--- config.mk ---
export PLATFORM = sky130hd
export DESIGN_NAME = j3_pin_receiver
export DESIGN_NICKNAME = d
export VERILOG_FILES = /design/src/rtl/j3_pin_receiver.sv
export SDC_FILE = /design/constraint.sdc
export NUM_CORES = 1
export LEC_CHECK = 0
export BUFFER_PORTS_ARGS = -buffer_cell sky130_fd_sc_hd__buf_2
export CAP_MARGIN = 20
export CORE_ASPECT_RATIO = 1.1
export CORE_MARGIN = 1.5
export CORE_UTILIZATION = 35
export CTS_CLUSTER_SIZE = 40
export DETAILED_ROUTE_END_ITERATION = 8
export PLACE_DENSITY = 0.65
export SETUP_SLACK_MARGIN = 0.05
export SLEW_MARGIN = 20
export SYNTH_ARGS = -nofsm -noshare
export SYNTH_HDL_FRONTEND = slang
export SYNTH_SLANG_ARGS = --single-unit
--- constraint.sdc ---
create_clock -name clk -period 1.2 [get_ports clk]
set_input_delay 0.24 -clock clk [delete_from_list [all_inputs] [get_ports clk]]
set_output_delay 0.24 -clock clk [all_outputs]
set_load 0.005 [all_outputs]
--- src/rtl/j3_pin_receiver.sv ---
// j3_pin_receiver
//   Receives the asynchronous J3 pin level. It synchronizes and debounces the
//   level, strobes once on each accepted rising edge, and counts those edges
//   in two BCD digits with a sticky wrap flag.
//
// Parameters
//   DEB_LEN  consecutive equal synchronized samples needed to accept a level
//            change (2..1048575)
//
// Ports
//   clk       sole clock, rising edge
//   rst       synchronous active-high reset
//   pin_in    asynchronous external pin level
//   clr       synchronous clear of the BCD counter and ovf
//   led       debounced pin level
//   pulse     one-cycle strobe on each accepted rising edge
//   cnt_tens  BCD tens digit of accepted rising edges
//   cnt_ones  BCD ones digit of accepted rising edges
//   ovf       sticky flag, set when the counter wraps from 99 to 00
module j3_pin_receiver #(
  parameter int unsigned DEB_LEN = 4
) (
  input  logic       clk,
  input  logic       rst,
  input  logic       pin_in,
  input  logic       clr,
  output logic       led,
  output logic       pulse,
  output logic [3:0] cnt_tens,
  output logic [3:0] cnt_ones,
  output logic       ovf
);

  localparam int CW = $clog2(DEB_LEN + 1);
  localparam logic [CW-1:0] LAST = CW'(DEB_LEN - 1);

  typedef enum logic [1:0] {LOW, CHK_HIGH, HIGH, CHK_LOW} state_t;

  logic          s1, s2;
  state_t        state_q, state_d;
  logic [CW-1:0] cnt_q, cnt_d;

  // Two-flop synchronizer. Nothing else touches pin_in.
  always_ff @(posedge clk) begin
    if (rst) begin
      s1 <= 1'b0;
      s2 <= 1'b0;
    end else begin
      s1 <= pin_in;
      s2 <= s1;
    end
  end

  // Debounce next state. The sample that leaves LOW or HIGH counts as sample
  // 1, so the FSM accepts the change on the sample where count == DEB_LEN-1.
  always_comb begin
    state_d = state_q;
    cnt_d   = cnt_q;
    unique case (state_q)
      LOW: begin
        if (s2) begin
          state_d = CHK_HIGH;
          cnt_d   = CW'(1);
        end
      end
      CHK_HIGH: begin
        if (!s2)               state_d = LOW;
        else if (cnt_q == LAST) state_d = HIGH;
        else                   cnt_d   = cnt_q + CW'(1);
      end
      HIGH: begin
        if (!s2) begin
          state_d = CHK_LOW;
          cnt_d   = CW'(1);
        end
      end
      CHK_LOW: begin
        if (s2)                state_d = HIGH;
        else if (cnt_q == LAST) state_d = LOW;
        else                   cnt_d   = cnt_q + CW'(1);
      end
      default: state_d = LOW;
    endcase
  end

  // led and pulse are registered from the next state. This makes them change
  // on the same edge where the FSM accepts the level change.
  always_ff @(posedge clk) begin
    if (rst) begin
      state_q <= LOW;
      cnt_q   <= '0;
      led     <= 1'b0;
      pulse   <= 1'b0;
    end else begin
      state_q <= state_d;
      cnt_q   <= cnt_d;
      led     <= (state_d == HIGH) || (state_d == CHK_LOW);
      // A bounce back from CHK_LOW is not a new edge, so only count entry from CHK_HIGH.
      pulse   <= (state_q == CHK_HIGH) && (state_d == HIGH);
    end
  end

  // BCD edge counter. clr takes priority over a simultaneous pulse.
  always_ff @(posedge clk) begin
    if (rst || clr) begin
      cnt_tens <= 4'd0;
      cnt_ones <= 4'd0;
      ovf      <= 1'b0;
    end else if (pulse) begin
      if (cnt_ones == 4'd9) begin
        cnt_ones <= 4'd0;
        if (cnt_tens == 4'd9) begin
          cnt_tens <= 4'd0;
          ovf      <= 1'b1;
        end else begin
          cnt_tens <= cnt_tens + 4'd1;
        end
      end else begin
        cnt_ones <= cnt_ones + 4'd1;
      end
    end
  end

endmodule

==> impl_metrics.yaml, run 1 <==
run_status:
  status: "finished clean"
yosys:
  yosys.area.top_type: "dfxtp_1"
  synth_compound_area_share_pct: 13.99
  syn_area_um2: 778.2
  synthMuxAreaShare_pct: 0
  synthCells: 85
  ys_types: 27
  synth_xor_area_share_pct: 4.502
  yosys.area_share.adder_pct: 3.215
  yosysTopAreaCellShare_pct: 46.30
  synth_area_leaders: "dfxtp_1 (46%), a21oi_1 (7.7%), nor2b_1 (5.6%), o21ai_0 (4.5%), ha_1 (3.2%)"
  syn_nets: 91
  yosys.area_share.simple_pct: 29.58
  synth_warnings: 0
  yosysSeqAreaShare_pct: 46.30
  syn_avg_cell_area_um2: 9.156
  synth-seq-cells: 18
  synth_top_family_by_area: "simple AND/OR/NAND/NOR gates"
grt:
  overflow: 0
  grt_antenna_before_repair: 0
  grt_util_all_layers_pct: 14.31
  grt_pass1_vias: 654
  grt_max_degree: 11
  grt_pass1_wl_um: 2622
place:
  dpl_cell_area_um2: 959.7
  gp_congestion: 0.8283
  portBuffers: 14
  dp_hpwl_um: 1145
  place_ws_ns: -0.01250
floorplan:
  start_util_pct: 37.72
  die_x_um: 47.96
  ios: 15
  fp.dieArea_um2: 2516
  die_h_um: 52.46
  rows: 17
  core_area_um2: 2063
clocking:
  clk_path_buf_depth: 2
  numCtsBuffers: 3
  cts.clk_slew.worst_paths_ns: 0.11
  cts_sinks: 18
  cts_root_buf: "clkbuf_4"
  holdBufCountCts: 0
  cts_tree: "yes"
  clock_latency_ns: 0.29
  h-tree-depth: 1
timing:
  setup-violations-final: 0
  drv_slew: 0
  setup_ws_ns: 0.03118
  max_clock_freq_mhz: 855.6
  clock_skew_ns: 0.003903
  finalCritPeriodShare_pct: 97.40
  hold_viol_final: 0
  worstMarginPinSlew_ns: 0.3039
  fin_crit_ns: 1.169
  rsz0062_at_grt: "true"
  tns_ns: 0
  hold_ws_ns: 0.1526
  relSlewSlack_pct: 79.64
cells_and_area:
  nNetsFinal: 122
  areaGrowthSynthToFinish_pct: 48.23
  stdcell_area_um2: 1154
  antenna_cells: 0
  final_layout_size_suffix_gt1_share_pct: 47.83
setup_path:
  cpMaxStageDelayCell: "or4_1"
  cp_max_fo: 4
  worst_setup_path_start_kind: "flop"
  crit_chain: "nand4b_4 -> or4_1 -> a21oi_1"
  crit_family: "simple AND/OR/NAND/NOR gates"
  cp.required_ns: 1.43
  timing.critical_path.buf_inv: 0
  ff2ff_path_depth: 3
  slowest_delay_ns: 0.47
  reg2reg_slack_ns: 0.03
  worstReg2RegStart: "cnt_ones[2]$_SDFFE_PP0P_"
  r2r-end: "cnt_tens[1]$_SDFFE_PP0P_"
  critPathKind: "flop to flop"
  cp-end-kind: "flop"
  cp.arrival_ns: 1.40
routing:
  dr_wl_met3_um: 74
  wl_met2_um: 935
  wirelength_um: 1759
  drc_errors: 0
  drt-wirelength-per-cell_um: 12.30
  routed.top_layer: "met4"
  wl_met1_um: 737
  drtAntennaViolNets: 0
  vias_per_cell: 5.119
  drt_pass1_iterations: 4
  drtIter0Drc: 7
  vias: 732
power_and_ir_drop:
  max-vdd-ir-drop_mv: 0.7463
  pwr-share-clk_pct: 37.0
  p_int_uw: 801.7
  switching_share_pct: 21.06
  leakagePower_nw: 0.4763
  finalPower_mw: 1.016
  powerDensity_nw_per_um2: 880.3
  p_seq_share_pct: 59.7
  pwr-share-comb_pct: 3.3
  switchingPower_uw: 213.8
worst_hold_path:
  hold_start: "pin_in"
  worstHoldPathCells: 2
  hold_path.class: "input port to flop"
  holdPathEnd: "s1$_SDFF_PP0_"
flow_run:
  max-cap-violations: 0
## how the worst max path moves through the flow
stage | from | end | slack [ns] | cells after the start
2_1_floorplan | cnt_tens[1]$_SDFFE_PP0P_ | cnt_tens[2]$_SDFFE_PP0P_ | 0.04 | 3
3_3_place_gp | cnt_q[0]$_SDFFE_PP0P_ | cnt_q[1]$_SDFFE_PP0P_ | 0.04 | 5
3_5_place_dp | cnt_q[0]$_SDFFE_PP0P_ | cnt_q[1]$_SDFFE_PP0P_ | -0.01 | 5
4_1_cts | cnt_ones[2]$_SDFFE_PP0P_ | cnt_tens[1]$_SDFFE_PP0P_ | 0.03 | 3
5_1_grt | cnt_ones[2]$_SDFFE_PP0P_ | cnt_tens[1]$_SDFFE_PP0P_ | -0.008 | 3
6_report | cnt_ones[2]$_SDFFE_PP0P_ | cnt_tens[1]$_SDFFE_PP0P_ | 0.03 | 3
## synth_stat cells (all sizes together)
library cell and instances:
nor3 3, and4b 2, xor2 2, or2 1, a31oi 1, a21oi 12, nor2b 7, and3b 1
nand2b 1, nand3 1, o21ai 7, inv 3, o31ai 1, dfxtp 18, ha 2, nand4b 2
or3 2, nor4b 1, nand4 3, or4 2, and2 1, clkbuf 2, xnor2 2, nor2 2
nand2 6
## flip-flops by register name, summed over array words and instances (netlist names)
signal,flops
s2,1
cnt_tens,4
ovf,1
cnt_ones,4
led,1
state_q,2
pulse,1
s1,1
cnt_q,3
## layer usage
layer / up-vias / global-route usage [%]
met1: 348 / 15.90
met5: - / 0
met4: 0 / 4.054
met2: 17 / 25.11
met3: 2 / 4.483
li1: 365 / -
## stage by stage
step | util (%) | cells
6_report | 55.91 | 143
5_1_grt | 55.91 | 143
4_1_cts | 51.24 | 141
3_5_place_dp | 46.51 | 134
3_3_place_gp | 46.51 | 134
2_1_floorplan | - | 85
## kinds of logic after synthesis
family,Yosys count
AND/OR/NAND/NOR,35
AO/OA/AOI/OAI,21
adder cells (fa/ha/maj),2
flip-flops,18
XOR/XNOR,4
buffers and inverters,5
## cell type report
type                       count  area, µm²
multi-input combinational     62      461.7
clock buffer                   4      36.28
fill                         192      909.6
inverter                       3      11.26
timing repair buffer          28      235.2
sequential                    18      374.1
tap                           28      35.03
## cells in the final DEF, fill, tap and decap left out, types with 3 or more instances in the layout
| master | synthesis | final |
|---|---|---|
| nor2b_1 | 7 | 7 |
| o21ai_0 | 7 | 5 |
| nand4_1 | 3 | 3 |
| clkbuf_4 | 0 | 3 |
| nand2_1 | 6 | 4 |
| dfxtp_2 | 0 | 8 |
| buf_2 | 0 | 8 |
| dfxtp_1 | 18 | 9 |
| buf_6 | 0 | 12 |
| buf_4 | 0 | 8 |
| a21oi_1 | 12 | 12 |
## repair_timing
| action | in CTS | in global routing |
|---|---|---|
| pin swaps | 4 | 6 |
| gates resized for setup | 12 | 16 |
| buffers inserted | 3 | 2 |
| endpoints found under the setup margin | 13 | 17 |
## power groups by stage
stage	clock network (mW)	logic [mW]	registers, mW
floorplan	0	0.0180	0.620
global placement	0	0.0277	0.621
detailed placement	0	0.0281	0.621
CTS	0.385	0.0317	0.607
global route	0.415	0.0370	0.607
finish	0.376	0.0334	0.606
Note: power is estimated with default switching activity, not from simulation.
==> run 2, diff against run 1 <==
==> constraint.sdc (replaced) <==
create_clock -name clk -period 0.9 [get_ports clk]
set_input_delay 0.18 -clock clk [delete_from_list [all_inputs] [get_ports clk]]
set_output_delay 0.18 -clock clk [all_outputs]
set_load 0.005 [all_outputs]
==> impl_metrics.yaml, run 2 (synthesis results as in run 1) <==
run_status:
  status: "finished, violations left"
  violations: "setup timing"
place:
  portBuffers: 14
  gp_congestion: 0.8679
  place_inst: 147
  dp_hpwl_um: 1372
routing:
  vias: 816
  drt_pass1_iterations: 4
  drt-wirelength-per-cell_um: 13.52
  drtAntennaViolNets: 0
  vias_per_cell: 5.132
  wirelength_um: 2150
  drtIter0Drc: 12
  drc_errors: 0
grt:
  grt_pass1_wl_um: 3436
  grt_util_all_layers_pct: 19.67
  grt_pass1_vias: 812
  grt_max_degree: 11
  overflow: 0
  grt_antenna_before_repair: 0
setup_path:
  slowest_delay_ns: 0.34
  cp-end-kind: "output pin"
  cpMaxStageDelayCell: "dfxtp_2"
  crit_top_cell: "buf_6"
  reg2reg_slack_ns: -0.29
  crit_chain: "buf_6 -> buf_6 -> buf_6 -> buf_6"
  r2r-end: "cnt_tens[1]$_SDFFE_PP0P_"
  cp_max_fo: 2
  ff2ff_path_depth: 3
  cp.arrival_ns: 1.05
  critPathKind: "flop to output pin"
  worstReg2RegStart: "cnt_ones[1]$_SDFFE_PP0P_"
  cp.required_ns: 0.72
  worst_setup_path_start_kind: "flop"
clocking:
  cts_root_buf: "clkbuf_4"
  h-tree-depth: 1
  cts.clk_slew.worst_paths_ns: 0.10
  cts_tree: "yes"
  cts_sinks: 18
  numCtsBuffers: 3
  clock_latency_ns: 0.29
  clk_path_buf_depth: 2
power_and_ir_drop:
  switchingPower_uw: 279.2
  switching_share_pct: 20.75
  leakagePower_nw: 0.6137
  powerDensity_nw_per_um2: 936.8
  p_int_mw: 1.066
  finalPower_mw: 1.346
  p_seq_share_pct: 59.4
  pwr-share-comb_pct: 4.4
  max-vdd-ir-drop_mv: 0.9675
  pwr-share-clk_pct: 36.2
floorplan:
  core_area_um2: 2063
  ios: 15
  die_x_um: 47.96
  start_util_pct: 37.72
  fp.dieArea_um2: 2516
  die_h_um: 52.46
  rows: 17
timing:
  clock_skew_ns: 0.002566
  setup_ws_ns: -0.3255
  finalCritPeriodShare_pct: 136.2
  max_clock_freq_mhz: 816.0
  drv_slew: 0
  relSlewSlack_pct: 75.34
  rsz0062_at_grt: "true"
  hold_viol_final: 0
  worstMarginPinSlew_ns: 0.3680
  setup-violations-final: 26
  fin_crit_ns: 1.225
worst_hold_path:
  hold_start: "pin_in"
  worstHoldPathCells: 2
  hold_path.class: "input port to flop"
  holdPathEnd: "s1$_SDFF_PP0_"
cells_and_area:
  nNetsFinal: 138
  fillers: 152
  final_common_cell: "buf_6"
  finalNonFillerCells: 159
  areaGrowthSynthToFinish_pct: 84.57
  final_layout_size_suffix_gt1_share_pct: 67.18
  final_cell_mix: "buf_6 (27), buf_4 (12), dfxtp_2 (8), nor2b_1 (7)"
  seqCellArea_um2: 385.4
  top_regs: "cnt_ones x4, cnt_tens x4, cnt_q x3"
  multiInputGateArea_um2: 549.3
  antenna_cells: 0
flow_run:
  max-cap-violations: 0
## run 2: cell types whose count changed in the layout (fill, tap and decap cells not counted), moves of 3 or more
cell / change
buf_6: +15
a21oi_1: -6
dfxtp_1: -3
a21oi_2: +6
buf_4: +4
buf_2: -3
dfxtp_4: +3
## run 2: repair_timing
item                       CTS  global route
gates resized for setup     37            15
setup endpoints to repair   27            27
pin swaps                   12             6
hold buffers                 0             0
hold endpoints to repair     0             0
buffers inserted             6             1
gates cloned                 1             0
## run 2: worst max-delay path by stage
stage,slack [ns],to,start
after floorplan,-0.26,cnt_tens[2]$_SDFFE_PP0P_,cnt_tens[1]$_SDFFE_PP0P_
after global placement,-0.23,cnt_tens[1]$_SDFFE_PP0P_,cnt_ones[2]$_SDFFE_PP0P_
after detailed placement,-0.25,cnt_tens[1]$_SDFFE_PP0P_,cnt_ones[1]$_SDFFE_PP0P_
after CTS,-0.33,cnt_tens[1],cnt_tens[1]$_SDFFE_PP0P_
after global routing,-0.37,cnt_tens[1],cnt_tens[1]$_SDFFE_PP0P_
final,-0.33,cnt_tens[1],cnt_tens[1]$_SDFFE_PP0P_
## run 2: metal layers
| metal | vias to the layer above | routed length, µm | global-route usage [%] |
|---|---|---|---|
| met4 | 0 | 36 | 9.910 |
| li1 | 398 | - | - |
| met1 | 392 | 916 | 22.46 |
| met2 | 20 | 1136 | 32.89 |
| met3 | 6 | 60 | 4.483 |
| met5 | - | 0 | 0 |
## run 2: through the flow
step                      cell area, µm²  setup slack (ns)  setup TNS, ns  util, %  hold slack [ns]
final                               1436           -0.3255         -4.393    69.62          0.09251
after global routing                1436           -0.3671         -5.683    69.62          0.09694
after CTS                           1360           -0.3329         -4.519    65.92          0.08594
after detailed placement            1119           -0.2479         -2.692    54.21           0.3987
after global placement              1119           -0.2339         -2.472    54.21           0.4012
after floorplan                    875.8           -0.2615         -1.511        -           0.3082
## run 2: power by group through the flow
stage               logic, mW  registers (mW)  clock network, mW
floorplan              0.0361           0.820                  0
global placement       0.0499           0.820                  0
detailed placement     0.0526           0.820                  0
CTS                    0.0563           0.802              0.515
global route           0.0633           0.801              0.551
finish                 0.0590           0.799              0.487
## run 2: critical path, delay by kind of cell, from the launching register on
kind | cells | cell delay (ns)
buf+inv | 4 | 0.42
flops | 1 | 0.34
## run 2: area by class of cell
type | instances | share of cell area [%]
multi-input combinational | 62 | 38.24
sequential | 18 | 26.83
tap | 28 | 2.439
inverter | 3 | 0.7840
clock buffer | 4 | 2.526
timing repair buffer | 44 | 29.18
==> run 3, diff against run 2 <==
--- a/config.mk
+++ b/config.mk
@@ -5,6 +5,7 @@
 export SDC_FILE = /design/constraint.sdc
 export NUM_CORES = 1
 export LEC_CHECK = 0
+export ABC_AREA = 1
 export BUFFER_PORTS_ARGS = -buffer_cell sky130_fd_sc_hd__buf_2
 export CAP_MARGIN = 20
 export CORE_ASPECT_RATIO = 1.1
@@ -18,3 +19,4 @@
 export SYNTH_ARGS = -nofsm -noshare
 export SYNTH_HDL_FRONTEND = slang
 export SYNTH_SLANG_ARGS = --single-unit
+export TNS_END_PERCENT = 50
==> impl_metrics.yaml, run 3 <==
run_status:
  status: "finished, violations left"
  violations: "setup timing"
place:
  dp_hpwl_um: 1228
  place_ws_ns: -0.1688
  portBuffers: 14
  gp_congestion: 0.7729
setup_path:
  cp.arrival_ns: 0.95
  crit_top_cell: "buf_6"
  cpMaxStageDelayCell: "dfxtp_2"
  cp-end-kind: "output pin"
  cp_max_fo: 2
  crit_chain: "buf_6 -> buf_6 -> buf_6"
  slowest_delay_ns: 0.34
  critPathKind: "flop to output pin"
  cp.required_ns: 0.72
  worst_setup_path_start_kind: "flop"
yosys:
  yosys.area.top_type: "dfxtp_1"
  synth_warnings: 0
  synth_area_leaders: "dfxtp_1 (45%), nand2_1 (13%), inv_1 (8.5%), nor2_1 (6.1%), nand3_1 (5.0%)"
  syn_nets: 116
  yosysTopAreaCellShare_pct: 45.07
  postSynth.asyncResetShare_pct: 0
  ys_types: 15
  yosys-top-cells-count: "nand2_1 (27), dfxtp_1 (18), inv_1 (18)"
  synthCells: 110
  synth-seq-cells: 18
  syn_avg_cell_area_um2: 7.268
  yosysMostFrequentCell: "nand2_1"
  yosysSeqAreaShare_pct: 45.07
  synthFlopType: "dfxtp_1"
  syn_area_um2: 799.5
  synth_edf_count: 0
clocking:
  clock_latency_ns: 0.30
  cts.clk_slew.worst_paths_ns: 0.10
  cts_tree: "yes"
  numCtsBuffers: 3
  h-tree-depth: 1
  holdBufCountCts: 0
  cts_sinks: 18
  clk_path_buf_depth: 2
  cts_root_buf: "clkbuf_4"
grt:
  grt_util_all_layers_pct: 16.33
  overflow: 0
  grt_max_degree: 11
  grt_pass1_vias: 746
  grt_antenna_before_repair: 0
  grt_pass1_wl_um: 3118
power_and_ir_drop:
  p_int_mw: 1.085
  pwr-share-comb_pct: 7.0
  finalPower_mw: 1.412
  pwr-share-clk_pct: 35.8
  max-vdd-ir-drop_mv: 1.245
  leakagePower_nw: 0.6190
  switching_share_pct: 23.18
  p_seq_share_pct: 57.2
  switchingPower_uw: 327.4
  powerDensity_nw_per_um2: 984.1
timing:
  worstMarginPinSlew_ns: 0.2962
  clock_skew_ns: 0.004570
  relSlewSlack_pct: 80.22
  rsz0062_at_grt: "true"
  finalCritPeriodShare_pct: 125.0
  setup-violations-final: 24
  fin_crit_ns: 1.125
  hold_ws_ns: 0.07947
  hold_viol_final: 0
  tns_ns: -3.200
  setup_ws_ns: -0.2253
  drv_slew: 0
  max_clock_freq_mhz: 888.6
cells_and_area:
  areaGrowthSynthToFinish_pct: 79.50
  seqCellArea_um2: 377.9
  final_cell_mix: "nand2_1 (20), buf_4 (20), inv_1 (18), buf_6 (18), nor2_1 (12)"
  final_layout_size_suffix_gt1_share_pct: 56.33
  top_regs: "cnt_ones x4, cnt_tens x4, cnt_q x3"
  antenna_cells: 0
  post-route-util_pct: 68.85
  fillers: 175
  nNetsFinal: 165
  multiInputGateArea_um2: 530.5
routing:
  vias: 842
  drc_errors: 0
  drtIter0Drc: 15
  vias_per_cell: 4.527
  drt-wirelength-per-cell_um: 11.22
  drt_pass1_iterations: 4
  wirelength_um: 2086
  drtAntennaViolNets: 0
worst_hold_path:
  hold_path.class: "input port to flop"
flow_run:
  max-cap-violations: 0
floorplan:
  core_area_um2: 2085
  die_x_um: 48.57
  fp.dieArea_um2: 2580
  ios: 15
  start_util_pct: 38.36
  die_h_um: 53.13
  rows: 17
[run 3: cell count changes after synthesis, sizes merged, moves of 4 or more]
cell,before,now
nand3,1,8
a21oi,12,6
nand2,6,30
o21ai,7,3
inv,3,18
nor2,2,18
nor2b,7,0
[run 3: metal layers]
layer	track usage, %	part of all wire (%)	vias up
li1	-	-	438
met1	15.37	39	385
met2	33.56	55	15
met3	5.932	3.4	4
met4	4.286	2.0	0
met5	0	0	-
[run 3: layout make-up]
type	count	share of cell area (%)
Clock buffer	4	2.528
Inverter	18	4.708
Multi-Input combinational cell	73	36.97
Sequential cell	18	26.33
Tap cell	28	2.441
Timing Repair Buffer	45	27.03
[run 3: final timing paths]
check,start,end,slack (ns),cells after the start
max,pulse$_SDFF_PP0_,pulse,-0.23,3
min,pin_in,s1$_SDFF_PP0_,0.08,3
max reg2reg,cnt_q[0]$_SDFFE_PP0P_,cnt_q[2]$_SDFFE_PP0P_,-0.22,7
min reg2reg,s1$_SDFF_PP0_,s2$_SDFF_PP0_,0.41,2
[run 3: stage by stage]
stage,instances,instance area (µm²)
global placement,168,1071
detailed placement,168,1071
global route,186,1435
finish,186,1435
floorplan,110,845.8
CTS,181,1303
[run 3: logic make-up (layout without fill, tap and decap cells)]
logic type	Yosys count	after routing	share of synthesized area, %
AO/OA/AOI/OAI	9	9	5.633
adder cells (fa/ha/maj)	2	2	3.129
buffers and inverters	19	67	9.389
flip-flops	18	18	45.07
AND/OR/NAND/NOR	62	62	36.78
[run 3: worst max-delay path: cells and delay by family (launching register included)]
kind	cells	cell delay, ns
buffers and inverters	3	0.31
DFF	1	0.34
[run 3: power groups by stage]
stage                     combinational, mW  sequential (mW)  clock, mW
after global placement               0.0742            0.828          0
after CTS                            0.0814            0.808      0.525
after global routing                  0.107            0.809      0.583
after floorplan                      0.0502            0.828          0
after detailed placement             0.0746            0.829          0
final                                0.0985            0.808      0.506
[run 3: repair_timing]
| item | in CTS | in global routing |
|---|---|---|
| resized for setup | 33 | 22 |
| endpoints found under the hold margin | 0 | 0 |
| pin swaps | 3 | 11 |
| gates cloned | 0 | 0 |
| endpoints found under the setup margin | 25 | 26 |
| setup buffers | 9 | 5 |
